==> config.mk <==
export PLATFORM = sky130hd
export DESIGN_NAME = vga_text_fetch_flat
export DESIGN_NICKNAME = d
export VERILOG_FILES = /design/src/rtl/vga_text_fetch_pkg.sv /design/src/rtl/vga_text_fetch_if.sv /design/src/rtl/vga_fetch_fifo2.sv /design/src/rtl/vga_text_fetch.sv /design/src/flat_wrapper.sv
export SDC_FILE = /design/constraint.sdc
export NUM_CORES = 1
export LEC_CHECK = 0
export BUFFER_PORTS_ARGS = -buffer_cell sky130_fd_sc_hd__buf_2
export CAP_MARGIN = 20
export CELL_PAD_IN_SITES_DETAIL_PLACEMENT = 0
export CELL_PAD_IN_SITES_GLOBAL_PLACEMENT = 1
export CORE_AREA = 2 2 105 107
export DETAILED_ROUTE_END_ITERATION = 8
export DIE_AREA = 0 0 107 109
export GPL_TIMING_DRIVEN = 0
export PLACE_DENSITY = 0.81
export SLEW_MARGIN = 40
export SYNTH_ARGS = -nofsm -noshare
export SYNTH_HDL_FRONTEND = slang
export SYNTH_SLANG_ARGS = --single-unit
==> constraint.sdc <==
create_clock -name clk_i -period 3.45 [get_ports clk_i]
set_clock_uncertainty 0.1 [all_clocks]
set_input_delay 0.69 -clock clk_i [delete_from_list [all_inputs] [get_ports clk_i]]
set_output_delay 0.69 -clock clk_i [all_outputs]
set_load 0.03 [all_outputs]
==> src/rtl/vga_text_fetch_pkg.sv <==
// Shared definitions for the VGA text-mode read sequencer: geometry defaults,
// FSM encoding and the layout of a character/attribute cell word.
package vga_text_fetch_pkg;

  localparam int unsigned COLS_DEF   = 80;
  localparam int unsigned ROWS_DEF   = 30;
  localparam int unsigned CHAR_H_DEF = 16;

  localparam int unsigned ADDR_W   = 11;
  localparam int unsigned COL_W    = 7;
  localparam int unsigned CHAR_LSB = 0;
  localparam int unsigned ATTR_LSB = 8;

  typedef enum logic [1:0] {
    ST_IDLE  = 2'd0,
    ST_FETCH = 2'd1,
    ST_DRAIN = 2'd2,
    ST_DONE  = 2'd3
  } fetch_state_e;

  // One queued cell: raw RAM word plus its column tag and end-of-line flag.
  typedef struct packed {
    logic [15:0]      word;
    logic [COL_W-1:0] col;
    logic             last;
  } cell_t;

endpackage

==> src/rtl/vga_text_fetch_if.sv <==
// Bundle of timing pulses, RAM port B and the cell handshake around the fetcher.
// master = the fetcher itself, slave = the surrounding timing/RAM/pixel logic.
interface vga_text_fetch_if;
  import vga_text_fetch_pkg::*;

  logic              frame_start_i;
  logic              line_start_i;
  logic [ADDR_W-1:0] scroll_i;
  logic              ram_en_o;
  logic [ADDR_W-1:0] ram_addr_o;
  logic [15:0]       ram_data_i;
  logic              cell_valid_o;
  logic              cell_ready_i;
  logic [7:0]        cell_char_o;
  logic [7:0]        cell_attr_o;
  logic [COL_W-1:0]  cell_col_o;
  logic              cell_last_o;
  logic [11:0]       font_addr_o;
  logic              overrun_o;

  modport master (
    input  frame_start_i, line_start_i, scroll_i, ram_data_i, cell_ready_i,
    output ram_en_o, ram_addr_o, cell_valid_o, cell_char_o, cell_attr_o,
           cell_col_o, cell_last_o, font_addr_o, overrun_o
  );

  modport slave (
    output frame_start_i, line_start_i, scroll_i, ram_data_i, cell_ready_i,
    input  ram_en_o, ram_addr_o, cell_valid_o, cell_char_o, cell_attr_o,
           cell_col_o, cell_last_o, font_addr_o, overrun_o
  );
endinterface

==> src/rtl/vga_fetch_fifo2.sv <==
// Two-entry first-word-fall-through FIFO holding fetched cells; flush empties it
// in one cycle and wins over a simultaneous push.
module vga_fetch_fifo2
  import vga_text_fetch_pkg::*;
(
  input  logic       clk_i,
  input  logic       rst_i,
  input  logic       flush_i,
  input  logic       push_i,
  input  cell_t      push_data_i,
  input  logic       pop_i,
  output logic       valid_o,
  output cell_t      head_o,
  output logic [1:0] count_o
);

  cell_t      mem_q [2];
  logic       wr_ptr_q, rd_ptr_q;
  logic [1:0] count_q, count_d;
  logic       do_push, do_pop;

  always_comb begin
    do_pop  = pop_i && (count_q != 2'd0);
    do_push = push_i && ((count_q != 2'd2) || do_pop);
    count_d = count_q + {1'b0, do_push} - {1'b0, do_pop};
  end

  // NOTE: sequential state uses <= so every register sees pre-edge values.
  always_ff @(posedge clk_i) begin
    if (rst_i || flush_i) begin
      wr_ptr_q <= 1'b0;
      rd_ptr_q <= 1'b0;
      count_q  <= 2'd0;
    end else begin
      if (do_push) wr_ptr_q <= ~wr_ptr_q;
      if (do_pop)  rd_ptr_q <= ~rd_ptr_q;
      count_q <= count_d;
    end
  end

  // NOTE: storage is not reset; only the occupancy count decides validity.
  always_ff @(posedge clk_i) begin
    if (do_push) mem_q[wr_ptr_q] <= push_data_i;
  end

  assign valid_o = (count_q != 2'd0);
  assign head_o  = mem_q[rd_ptr_q];
  assign count_o = count_q;

endmodule

==> src/rtl/vga_text_fetch.sv <==
// Per-scanline reader of the character/attribute RAM: issues port-B reads,
// absorbs the 1-cycle read latency and hands cells downstream via valid/ready.
module vga_text_fetch
  import vga_text_fetch_pkg::*;
#(
  parameter int unsigned COLS   = COLS_DEF,
  parameter int unsigned ROWS   = ROWS_DEF,
  parameter int unsigned CHAR_H = CHAR_H_DEF
) (
  input  logic              clk_i,
  input  logic              rst_i,
  vga_text_fetch_if.master  bus
);

  fetch_state_e      state_q, state_d;
  logic [COL_W-1:0]  col_issue_q, col_issue_d;
  logic [ADDR_W-1:0] base_q, base_d;
  logic [3:0]        scan_q, scan_d;
  logic [6:0]        row_q, row_d;
  logic              overrun_q, overrun_d;
  logic              infl_q, infl_d;
  logic [COL_W-1:0]  infl_col_q;
  logic              infl_last_q;

  cell_t      head;
  logic       fifo_valid;
  logic [1:0] fifo_count;
  logic       ram_en, issue_last, pop, last_accept;
  logic [2:0] fill_after;

  vga_fetch_fifo2 u_fifo (
    .clk_i       (clk_i),
    .rst_i       (rst_i),
    .flush_i     (bus.frame_start_i),
    .push_i      (infl_q),
    .push_data_i ('{word: bus.ram_data_i, col: infl_col_q, last: infl_last_q}),
    .pop_i       (pop),
    .valid_o     (fifo_valid),
    .head_o      (head),
    .count_o     (fifo_count)
  );

  always_ff @(posedge clk_i) begin
    if (rst_i) begin
      state_q     <= ST_IDLE;
      col_issue_q <= '0;
      base_q      <= '0;
      scan_q      <= '0;
      row_q       <= '0;
      overrun_q   <= 1'b0;
      infl_q      <= 1'b0;
      infl_col_q  <= '0;
      infl_last_q <= 1'b0;
    end else begin
      state_q     <= state_d;
      col_issue_q <= col_issue_d;
      base_q      <= base_d;
      scan_q      <= scan_d;
      row_q       <= row_d;
      overrun_q   <= overrun_d;
      infl_q      <= infl_d;
      infl_col_q  <= col_issue_q;
      infl_last_q <= issue_last;
    end
  end

  always_comb begin
    // NOTE: every next-state signal gets a default first so no path infers a latch.
    state_d     = state_q;
    col_issue_d = col_issue_q;
    base_d      = base_q;
    scan_d      = scan_q;
    row_d       = row_q;
    overrun_d   = overrun_q;
    infl_d      = ram_en;
    if (bus.frame_start_i) begin
      state_d     = ST_IDLE;
      col_issue_d = '0;
      base_d      = bus.scroll_i;
      scan_d      = '0;
      row_d       = '0;
      overrun_d   = 1'b0;
      infl_d      = 1'b0;
    end else begin
      case (state_q)
        ST_IDLE: begin
          if (bus.line_start_i) begin
            state_d     = ST_FETCH;
            col_issue_d = '0;
          end
        end
        ST_FETCH: begin
          if (bus.line_start_i) overrun_d = 1'b1;
          if (ram_en) begin
            col_issue_d = col_issue_q + COL_W'(1);
            if (issue_last) state_d = ST_DRAIN;
          end
        end
        ST_DRAIN: begin
          if (bus.line_start_i) overrun_d = 1'b1;
          if (last_accept) begin
            state_d = ST_IDLE;
            if (scan_q == 4'(CHAR_H - 1)) begin
              scan_d = '0;
              row_d  = row_q + 7'd1;
              base_d = base_q + ADDR_W'(COLS);
              if (row_q == 7'(ROWS - 1)) state_d = ST_DONE;
            end else begin
              scan_d = scan_q + 4'd1;
            end
          end
        end
        ST_DONE: ;
        default: state_d = ST_IDLE;
      endcase
    end
  end

  always_comb begin
    pop         = fifo_valid && bus.cell_ready_i;
    // A cell leaving this cycle frees its slot, so back-to-back issue is possible.
    fill_after  = {1'b0, fifo_count} + {2'b00, infl_q} - {2'b00, pop};
    ram_en      = (state_q == ST_FETCH) && (fill_after < 3'd2);
    issue_last  = (col_issue_q == COL_W'(COLS - 1));
    last_accept = (state_q == ST_DRAIN) && pop && head.last;

    bus.ram_en_o     = ram_en;
    bus.ram_addr_o   = base_q + ADDR_W'(col_issue_q);
    bus.cell_valid_o = fifo_valid;
    bus.cell_char_o  = fifo_valid ? head.word[CHAR_LSB +: 8] : 8'h00;
    bus.cell_attr_o  = fifo_valid ? head.word[ATTR_LSB +: 8] : 8'h00;
    bus.cell_col_o   = fifo_valid ? head.col : '0;
    bus.cell_last_o  = fifo_valid && head.last;
    bus.font_addr_o  = {bus.cell_char_o, scan_q};
    bus.overrun_o    = overrun_q;
  end

endmodule

==> src/flat_wrapper.sv <==
// flat-port wrapper written by rule: the top's interface ports become plain ports
module vga_text_fetch_flat import vga_text_fetch_pkg::*;
#(
  parameter int unsigned COLS   = COLS_DEF,
  parameter int unsigned ROWS   = ROWS_DEF,
  parameter int unsigned CHAR_H = CHAR_H_DEF
)
  (clk_i, rst_i, bus_frame_start_i, bus_line_start_i, bus_scroll_i, bus_ram_data_i, bus_cell_ready_i, bus_ram_en_o, bus_ram_addr_o, bus_cell_valid_o, bus_cell_char_o, bus_cell_attr_o, bus_cell_col_o, bus_cell_last_o, bus_font_addr_o, bus_overrun_o);
  vga_text_fetch_if bus_i ();
  input  logic clk_i;
  input  logic rst_i;
  input wire logic [$bits(bus_i.frame_start_i)-1:0] bus_frame_start_i;
  input wire logic [$bits(bus_i.line_start_i)-1:0] bus_line_start_i;
  input wire logic [$bits(bus_i.scroll_i)-1:0] bus_scroll_i;
  input wire logic [$bits(bus_i.ram_data_i)-1:0] bus_ram_data_i;
  input wire logic [$bits(bus_i.cell_ready_i)-1:0] bus_cell_ready_i;
  output wire logic [$bits(bus_i.ram_en_o)-1:0] bus_ram_en_o;
  output wire logic [$bits(bus_i.ram_addr_o)-1:0] bus_ram_addr_o;
  output wire logic [$bits(bus_i.cell_valid_o)-1:0] bus_cell_valid_o;
  output wire logic [$bits(bus_i.cell_char_o)-1:0] bus_cell_char_o;
  output wire logic [$bits(bus_i.cell_attr_o)-1:0] bus_cell_attr_o;
  output wire logic [$bits(bus_i.cell_col_o)-1:0] bus_cell_col_o;
  output wire logic [$bits(bus_i.cell_last_o)-1:0] bus_cell_last_o;
  output wire logic [$bits(bus_i.font_addr_o)-1:0] bus_font_addr_o;
  output wire logic [$bits(bus_i.overrun_o)-1:0] bus_overrun_o;
  assign bus_i.frame_start_i = bus_frame_start_i;
  assign bus_i.line_start_i = bus_line_start_i;
  assign bus_i.scroll_i = bus_scroll_i;
  assign bus_i.ram_data_i = bus_ram_data_i;
  assign bus_i.cell_ready_i = bus_cell_ready_i;
  assign bus_ram_en_o = bus_i.ram_en_o;
  assign bus_ram_addr_o = bus_i.ram_addr_o;
  assign bus_cell_valid_o = bus_i.cell_valid_o;
  assign bus_cell_char_o = bus_i.cell_char_o;
  assign bus_cell_attr_o = bus_i.cell_attr_o;
  assign bus_cell_col_o = bus_i.cell_col_o;
  assign bus_cell_last_o = bus_i.cell_last_o;
  assign bus_font_addr_o = bus_i.font_addr_o;
  assign bus_overrun_o = bus_i.overrun_o;
  vga_text_fetch #(.COLS(COLS), .ROWS(ROWS), .CHAR_H(CHAR_H)) u_core (.clk_i(clk_i), .rst_i(rst_i), .bus(bus_i));
endmodule
Word level (Yosys, flattened, before mapping)
Memories as Yosys holds them, arrays and structs flattened. A register that Yosys moved wholly into a read port is not among the register bits. Cells that the tools add are included.

Add/sub/neg operators: 9. $lt $le $gt $ge: 1. Equal/unequal tests: 10. Mux-type cells: 22. Bitwise gates (word level): 2. Reduce and logical (&&, ||, !) cells: 24.

Operators by type and width (number): 11-bit 2-to-1 mux (4); 7-bit 2-to-1 mux (3); 8-bit 2-to-1 mux (2); 7-bit by 1-bit adder with 7-bit output (second input constant) (2); 7-bit one-hot mux with 2 select lines (1); 2-bit 2-to-1 mux (6); 11-bit by 7-bit adder with 11-bit output (1); 11-bit by 7-bit adder with 11-bit output (second input constant) (1); 2-bit nonzero test (5); 3-bit AND reduction (3); 7-bit by 5-bit == test with 1-bit output (second input constant) (1); 7-bit == test (second input constant) (1); 1-bit logical AND (7); 2-bit != test (second input constant) (3); 2-bit one-hot mux with 3 select lines (1); 5-bit AND reduction (1); 4-bit by 1-bit adder with 4-bit output (second input constant) (1); 4-bit == test (second input constant) (1); 1-bit 2-to-1 mux (4); 4-bit 2-to-1 mux (1); 2-bit by 1-bit != test with 1-bit output (second input constant) (2); 2-bit AND reduction (2); 2-bit OR reduction (2); 2-bit by 1-bit adder with 3-bit output (1); other kinds (10) (12).

Flip-flop bits (word level): 45. Bits in writable memories: 48. Bits of input ports: 32. Output and inout bits: 50. Word-level logic and storage cells: 81. Memories kept: 1.

Memories: u_core.u_fifo.mem_q (depth 2, width 24, read ports 1, clocked after memory_dff 1, write ports 1, RTL line vga_fetch_fifo2.sv:17) `cell_t mem_q [2];`.

Depth between registers and ports, before layout
Gate-level depths: netlist (run 1).

Depth after elaboration: 7. Depth in mapped cells: 9.

Modules after synthesis
A second synthesis (run 1) with hierarchy kept.

Cells, all modules: 402. Area, all modules: 4550.6 µm².

By module, submodules not included: vga_text_fetch (instances 1, cells an instance 301, area each 2557.5 µm²); vga_fetch_fifo2 (instances 1, cells an instance 101, area each 1993.2 µm²).

Least setup slack after synthesis (run 1)
No wires, ideal clock.

Path type: input port to output port. From: input bus_cell_ready_i. To: output bus_ram_en_o. Arrival: 2.286 ns. Required time: 2.660 ns. Slack: 0.374 ns. Cell stages on the path: 8. Buffers on the path: 0. Cell sequence: o21ai_2 > inv_2 > ha_1 > nor2b_1 > fa_1 > xnor2_1 > nor2_1 > and2_1.

Longest elaborated chain between the ends: 4.

Ends and longest elaborated chain: start, declared (RTL line flat_wrapper.sv:16) `input wire logic [$bits(bus_i.cell_ready_i)-1:0] bus_cell_ready_i;`; 1-bit logical AND (RTL line vga_text_fetch.sv:120) `pop = fifo_valid && bus.cell_ready_i;`; 3-bit by 1-bit subtractor with 3-bit output (RTL line vga_text_fetch.sv:122) `fill_after = {1'b0, fifo_count} + {2'b00, infl_q} - {2'b00, pop};`; 3-bit by 2-bit less-than comparator with 1-bit output (RTL line vga_text_fetch.sv:123) `ram_en = (state_q == ST_FETCH) && (fill_after < 3'd2);`; 1-bit logical AND (RTL line vga_text_fetch.sv:123); end, declared (RTL line flat_wrapper.sv:17) `output wire logic [$bits(bus_i.ram_en_o)-1:0] bus_ram_en_o;`.

Every way passes these cells.

Worst setup path after layout (run 1)
From: register u_core.u_fifo.count_q[0] (netlist: u_core.u_fifo.count_o[0]). To: output bus_ram_en_o.

Longest elaborated chain between the ends: 5. Elaborated cells on any way between the ends: 6.

Ends and longest elaborated chain: start, declared (RTL line vga_fetch_fifo2.sv:19) `logic [1:0] count_q, count_d;`; start signal, assigned (RTL line vga_fetch_fifo2.sv:37) `count_q <= count_d;`; parallel branches: the longest is 2 deep, another holds 2-bit by 1-bit adder with 3-bit output; 3-bit by 1-bit subtractor with 3-bit output (*) (RTL line vga_text_fetch.sv:122); 3-bit by 2-bit less-than comparator with 1-bit output (*) (RTL line vga_text_fetch.sv:123); 1-bit logical AND (*) (RTL line vga_text_fetch.sv:123).

Mark *: on every way between the ends.

==> metrics.md, run 1 <==
| Metric | Value |
|---|---|
| Vias/cell | `4.97` |
| Final Hold Viols | `0` |
| Io pins | `82` |
| Pleak | `2.08 nW` |
| Worst EP required | `between 2 and 3 ns` |
| DRT met1 WL | `4180 µm` |
| Die Y | `109 µm` |
| First-pass GRT wire length | `14700 µm` |
| Core area | `0.0106 mm²` |
| Gr usage total | `0.162` |
| Post-synthesis sequential area ratio | `0.533` |
| Clock slew at reported path FFs | `~0.09 ns` |
| DRC viols | `0` |
| Nets@finish | `553` |
| Dpl hpwl | `6570 µm` |
| Most frequent cell after synthesis | `nor2_1` |
| Die area | `0.0117 mm²` |
| Worst setup SP type | `flip-flop` |
| Avg Inst Size Synth | `about 11 µm²` |
| Finish-stage setup viols | `0` |
| Clock Tree Buf Depth | `2` |
| DP Area | `0.00505 mm²` |
| Highest Signal Layer | `met4` |
| Top-area cell type share of the netlist area | `0.326` |
| GP Congestion | `0.837` |
| Slew margin rel. | `0.530` |
| Via count | `3204` |
| Setup CP Type | `flip-flop to output pin` |
| Power Density | `slightly below 400 mW/mm²` |
| Worst vdd ir | `0.161 mV` |
| Max cap viols | `0` |
| CP max FO | `9` |
| Row count | `38` |
| Period utilization | `0.949` |
| DR WL/cell | `13.8 µm` |
| Count of buffers from port buffering | `80` |
| Syn nets | `459` |
| Die W | `107 µm` |
| Worst min-delay path class | `flip-flop to flip-flop` |
| Worst slew pin tran | `0.705 ns` |
| Cells after DPL | `between 600 and 700` |
| Post-synthesis async set-or-reset flop share | `0` |
| Initial core utilization | `0.418` |
| CTS tree | `yes` |
| Largest net degree at the start of global routing | `17` |
| Seq cells post-synth | `94` |
| Sum Neg Setup Slack | `0 ns` |
| TritonRoute pass-1 iters | `4` |
| Overflow after GRT | `0` |
| Met2 wire length | `4140 µm` |
| Post-synth top cells | `nor2_1 (60), edfxtp_1 (48), dfxtp_1 (46), mux2i_1 (33), ha_1 (19)` |
| Final min period | `3.28 ns` |
| Synth Cell Area | `0.00443 mm²` |
| Vias in the first global route | `3140` |
| Final Non-Filler Cells | `approximately 650` |
| Run status | `finished clean` |
| Layout area overhead | `19.0%` |
| Max Fclk | `0.305 GHz` |
| Worst-Skew Late Latency | `0.37 ns` |
| Number of synthesized flops with an enable pin | `48` |
| Fill count | `971` |
| Met3 WL | `408 µm` |
| Cts hold-fix bufs | `0` |
| CTS sink count | `94` |
| Top post-synthesis cells by area | `edfxtp_1 (33%), dfxtp_1 (21%), mux2i_1 (7.5%)` |
| Share of layout cells above drive strength 1 | `0.251` |
| Setup crit end kind | `output pin` |
| Synth unique cells | `53` |
| Routed WL | `between 8000 and 9000 µm` |
| First DRT Iteration DRCs | `100` |
| Final Max Tran Viols | `0` |
| Fin Hold WS | `0.340 ns` |
| Antenna violations before repair | `0` |
| H-tree level count | `3` |
| Dominant synthesized flop cell | `edfxtp_1` |
| Num CTS Buffers | `9` |
| Final instance area | `0.00527 mm²` |
| Antenna-violating nets left | `0` |
| Unrepaired setup endpoints after global routing | `false` |
| Area leader, netlist | `edfxtp_1` |
| Antenna cells | `0` |
| Synth Warn # | `0` |
| Synth Instances | `406` |
| Clk root buf | `clkbuf_8` |
| Crit path arrival time | `2.49 ns` |
| Total power | `2.07 mW` |
-- metrics by stage --
stage	util	setup slack, ns
after detailed placement	0.477	-0.103
after global placement	0.472	-0.0782
after global routing	0.497	0.0104
final	0.497	0.175
after CTS	0.497	0.108
after floorplan	-	0.374
-- report_power, final --
group	leakage, nW	switching [mW]	total (mW)	internal [mW]
combinational	1.17	0.108	0.170	0.0622
sequential	0.813	0.0117	1.20	1.18
clock	0.0926	0.396	0.704	0.308
-- cell type report --
type / count / area, µm² / share of cell area
clock inverter: 5 / 41.3 / 0.00783
sequential: 94 / 2360 / 0.449
inverter: 15 / 56.3 / 0.0107
timing repair buffer: 83 / 438 / 0.0831
multi-input combinational: 276 / 1930 / 0.366
clock buffer: 11 / 151 / 0.0287
tap: 140 / 175 / 0.0332
buffer: 21 / 114 / 0.0216
-- final timing paths --
kind	start	end	slack, ns	cells after the start
min	u_core.infl_col_q[4]$_SDFF_PP0_	u_core.u_fifo.mem_q[0][5]$_DFFE_PP_	0.34	0
min reg2reg	u_core.infl_col_q[4]$_SDFF_PP0_	u_core.u_fifo.mem_q[0][5]$_DFFE_PP_	0.34	0
max reg2reg	u_core.u_fifo.count_o[0]$_SDFF_PP0_	u_core.col_issue_q[6]$_SDFFE_PP0P_	0.68	8
max	u_core.u_fifo.count_o[0]$_SDFF_PP0_	bus_ram_en_o	0.17	8
-- cells by family after synthesis --
| family | Yosys count | share of synthesized area |
|---|---|---|
| buffers and inverters | 36 | 0.0384 |
| DFF | 94 | 0.533 |
| AOI/OAI and AO/OA | 66 | 0.0972 |
| adders and majority gates | 21 | 0.0627 |
| xor gates and xnor gates | 18 | 0.0356 |
| and+or+nand+nor | 136 | 0.153 |
| muxes | 35 | 0.0797 |
-- state kept, by name, indices dropped and copies added, names as in the netlist, named ones only --
register / count
u_core.u_fifo.rd_ptr_q: 1
u_core.base_q: 11
u_core.scan_q: 4
u_core.u_fifo.count_o: 2
u_core.infl_col_q: 7
u_core.u_fifo.mem_q: 48
u_core.infl_last_q: 1
u_core.u_fifo.wr_ptr_q: 1
u_core.row_q: 7
u_core.col_issue_q: 7
u_core.state_q: 2
u_core.infl_q: 1
u_core.bus.overrun_o: 1
-- critical path, cell delays in order, from the launching register on --
cell and delay, ns:
dfxtp_2 0.37, o21ai_4 0.17, inv_2 0.11, ha_1 0.30
nor2b_1 0.14, fa_1 0.52, nor2_1 0.16, and2_1 0.15
buf_2 0.19
-- metal layers --
layer  GRT usage  vias up
li1            -     1648
met1       0.205     1458
met2       0.270       86
met3      0.0323       12
met4      0.0742        0
met5           0        -
-- placed cells by master, fill, tap and decap left out, types with 4 or more instances in the layout --
| cell type | count |
|---|---|
| or3_1 | 6 |
| nand3_1 | 6 |
| inv_1 | 14 |
| and3_1 | 4 |
| nor4_1 | 5 |
| nor2_1 | 58 |
| nor3b_1 | 5 |
| o21ai_0 | 15 |
| xnor2_1 | 13 |
| a211oi_1 | 8 |
| or4_1 | 5 |
| clkbuf_8 | 11 |
| dfxtp_1 | 44 |
| xor2_1 | 4 |
| buf_2 | 80 |
| edfxtp_1 | 48 |
| nor2b_1 | 9 |
| a21oi_1 | 16 |
| mux2i_1 | 33 |
| nand2_1 | 18 |
| nand4_1 | 4 |
| buf_4 | 10 |
| clkbuf_1 | 10 |
| ha_1 | 19 |
-- timing repair --
action	in CTS	in global routing
gates resized for setup	2	2
setup endpoints to repair	1	1
buffers inserted	1	0
pin swaps	1	0
Power figures use the tool's default switching activity.
==> inputs of run 2 (changes only) <==
==> constraint.sdc (replaced) <==
create_clock -name clk_i -period 3.45 [get_ports clk_i]
set_clock_uncertainty 0.1 [all_clocks]
set_input_delay 0 -clock clk_i [delete_from_list [all_inputs] [get_ports clk_i]]
set_output_delay 0 -clock clk_i [all_outputs]
set_load 0.03 [all_outputs]
==> run 2 against run 1 <==
  * Critical path depth unchanged
  * Clock power up 0.6%
  * Maximum frequency up 8.4%
  * Cell area up 5.4%
  * Power up 1.5%
  * Non-clock buffer count up 30
  * Die area unchanged
  * Flip-flop and latch count unchanged
  * Sequential power about the same
  * Register-to-register slack worse by 0.25 ns
==> metrics.md, run 2 (synthesis gave the netlist of run 1 again) <==
| Metric | Value |
|---|---|
| Run status | `finished clean` |
| Vias in the first global route | `3280` |
| Die Y | `109 µm` |
| Setup crit end kind | `flip-flop` |
| Worst vdd ir | `~0.16 mV` |
| Worst setup SP type | `flip-flop` |
| Io pins | `82` |
| Final Hold Viols | `0` |
| RR Startpoint | `u_core.u_fifo.count_o[1]$_SDFF_PP0_` |
| Period utilization | `0.875` |
| Reg power frac | `0.569` |
| Register bank with the most flops | `u_core.u_fifo.mem_q` |
| First-pass GRT wire length | `15300 µm` |
| Final setup margin | `roughly 0.43 ns` |
| Clock Tree Buf Depth | `2` |
| Commonest cells after routing, fill and taps aside | `buf_2 (80), nor2_1 (58), edfxtp_1 (48)` |
| Power Density | `378 mW/mm²` |
| Internal power | `between 1.5 and 2 mW` |
| Die W | `107 µm` |
| CP max FO | `9` |
| Largest registers | `u_core.u_fifo.mem_q: 48 flops, u_core.base_q: 11 flops` |
| Largest net degree at the start of global routing | `17` |
| Post-CTS Resized | `0` |
| Antenna cells | `0` |
| Setup CP Type | `flip-flop to flip-flop` |
| Commonest non-fill, non-tap cell in the layout | `buf_2` |
| CTS sink count | `94` |
| DP Area | `0.00505 mm²` |
| Dpl hpwl | `between 6000 and 7000 µm` |
| Layout area overhead | `25.5%` |
| Place WS | `0.437 ns` |
| Net Switching | `roughly 0.52 mW` |
| Unrepaired setup endpoints after global routing | `false` |
| Max reg flops | `48` |
| DRC viols | `0` |
| CTS tree | `yes` |
| Via count | `3324` |
| Fill count | `between 900 and 1000` |
| Total power | `2.10 mW` |
| Nets@finish | `583` |
| Overflow after GRT | `0` |
| Final Max Tran Viols | `0` |
| First DRT Iteration DRCs | `108` |
| Worst slew pin tran | `0.698 ns` |
| Hold Path Cell Cnt | `3` |
| Core area | `0.0106 mm²` |
| Worst min-delay path class | `primary input to flip-flop` |
| Pleak | `~2.2 nW` |
| R2r worst-path depth | `8` |
| Clk root buf | `clkbuf_8` |
| Max cap viols | `0` |
| Final instance area | `0.00556 mm²` |
| Worst Hold Launch | `rst_i` |
| Row count | `38` |
| Clk network pwr share | `0.337` |
| Combinational group share of total power | `0.094` |
| Max Fclk | `0.331 GHz` |
| Num CTS Buffers | `9` |
| H-tree level count | `3` |
| Setup slack, reg-to-reg | `0.43 ns` |
| Count of buffers from port buffering | `80` |
| Crit path launch | `u_core.u_fifo.count_o[1]$_SDFF_PP0_` |
| DR WL/cell | `13.5 µm` |
| Die area | `0.0117 mm²` |
| Finish-stage setup viols | `0` |
| Routed WL | `9130 µm` |
| Antenna-violating nets left | `0` |
| GP Congestion | `~0.84` |
| Antenna violations before repair | `0` |
| Clock slew at reported path FFs | `around 0.10 ns` |
| Initial core utilization | `0.418` |
| Vias/cell | `slightly below 5` |
| Sum Neg Setup Slack | `0 ns` |
| Post-layout util | `0.524` |
| Gr usage total | `0.168` |
| Worst EP required | `3.65 ns` |
| TritonRoute pass-1 iters | `4` |
| Share of layout cells above drive strength 1 | `0.230` |
| Crit path arrival time | `3.23 ns` |
| Final min period | `approximately 3.0 ns` |
| Slew margin rel. | `0.535` |
| Switching Fraction | `0.249` |
| Worst-Skew Late Latency | `0.37 ns` |
run 2: cell types whose count changed in the layout (fill, tap and decap cells not counted):
cell,change
buf_4,-1
dfxtp_1,+2
dfxtp_2,-2
dlygate4sd3_1,+31
o21ai_2,+1
o21ai_4,-1
xnor2_1,+1
xnor2_2,-1
run 2: critical path, cell delays in order, from the launching register on:
cell,delay [ns]
dfxtp_1,0.37
o21ai_2,0.34
inv_2,0.17
ha_1,0.32
nor2b_1,0.14
fa_1,0.53
o21a_1,0.32
or4_1,0.53
a21oi_1,0.14
run 2: final cells by class:
type                       count  area (µm²)  area share
clock buffer                  11         151      0.0272
sequential                    94        2360       0.425
tap                          140         175      0.0315
buffer                        21         114      0.0205
clock inverter                 5        41.3     0.00743
inverter                      15        56.3      0.0101
timing repair buffer         113         741       0.133
multi-input combinational    276        1920       0.345
run 2: through the flow:
step / cells / hold slack [ns]
6_report: 675 / 0.0552
2_1_floorplan: 406 / -0.00113
5_1_grt: 675 / 0.0821
3_5_place_dp: 628 / 0.0914
3_3_place_gp: 626 / 0.0895
4_1_cts: 675 / 0.0432
run 2: path summary, 6_finish.rpt:
path / endpoint
worst max register to register: u_core.col_issue_q[6]$_SDFFE_PP0P_
worst min-delay path: u_core.infl_col_q[3]$_SDFF_PP0_
worst min register to register: u_core.u_fifo.mem_q[0][5]$_DFFE_PP_
worst max-delay path: u_core.col_issue_q[6]$_SDFFE_PP0P_
run 2: power by group through the flow:
stage                     registers, mW  logic (mW)  clock network (mW)
after detailed placement           1.22       0.170                   0
after global routing               1.20       0.218               0.769
after CTS                          1.20       0.199               0.725
after global placement             1.22       0.165                   0
after floorplan                    1.22       0.113                   0
final                              1.20       0.197               0.708
run 2: per-layer routing:
metal,GRT usage,vias to the layer above,wire [µm]
met4,0.0779,0,178
met2,0.279,91,4200
met5,0,-,0
met3,0.0335,14,418
li1,-,1708,-
met1,0.211,1511,4340
run 2: what timing repair did:
item | CTS | global route
hold buffers | 31 | 0
setup buffers | 0 | 0
hold endpoints to repair | 45 | 0
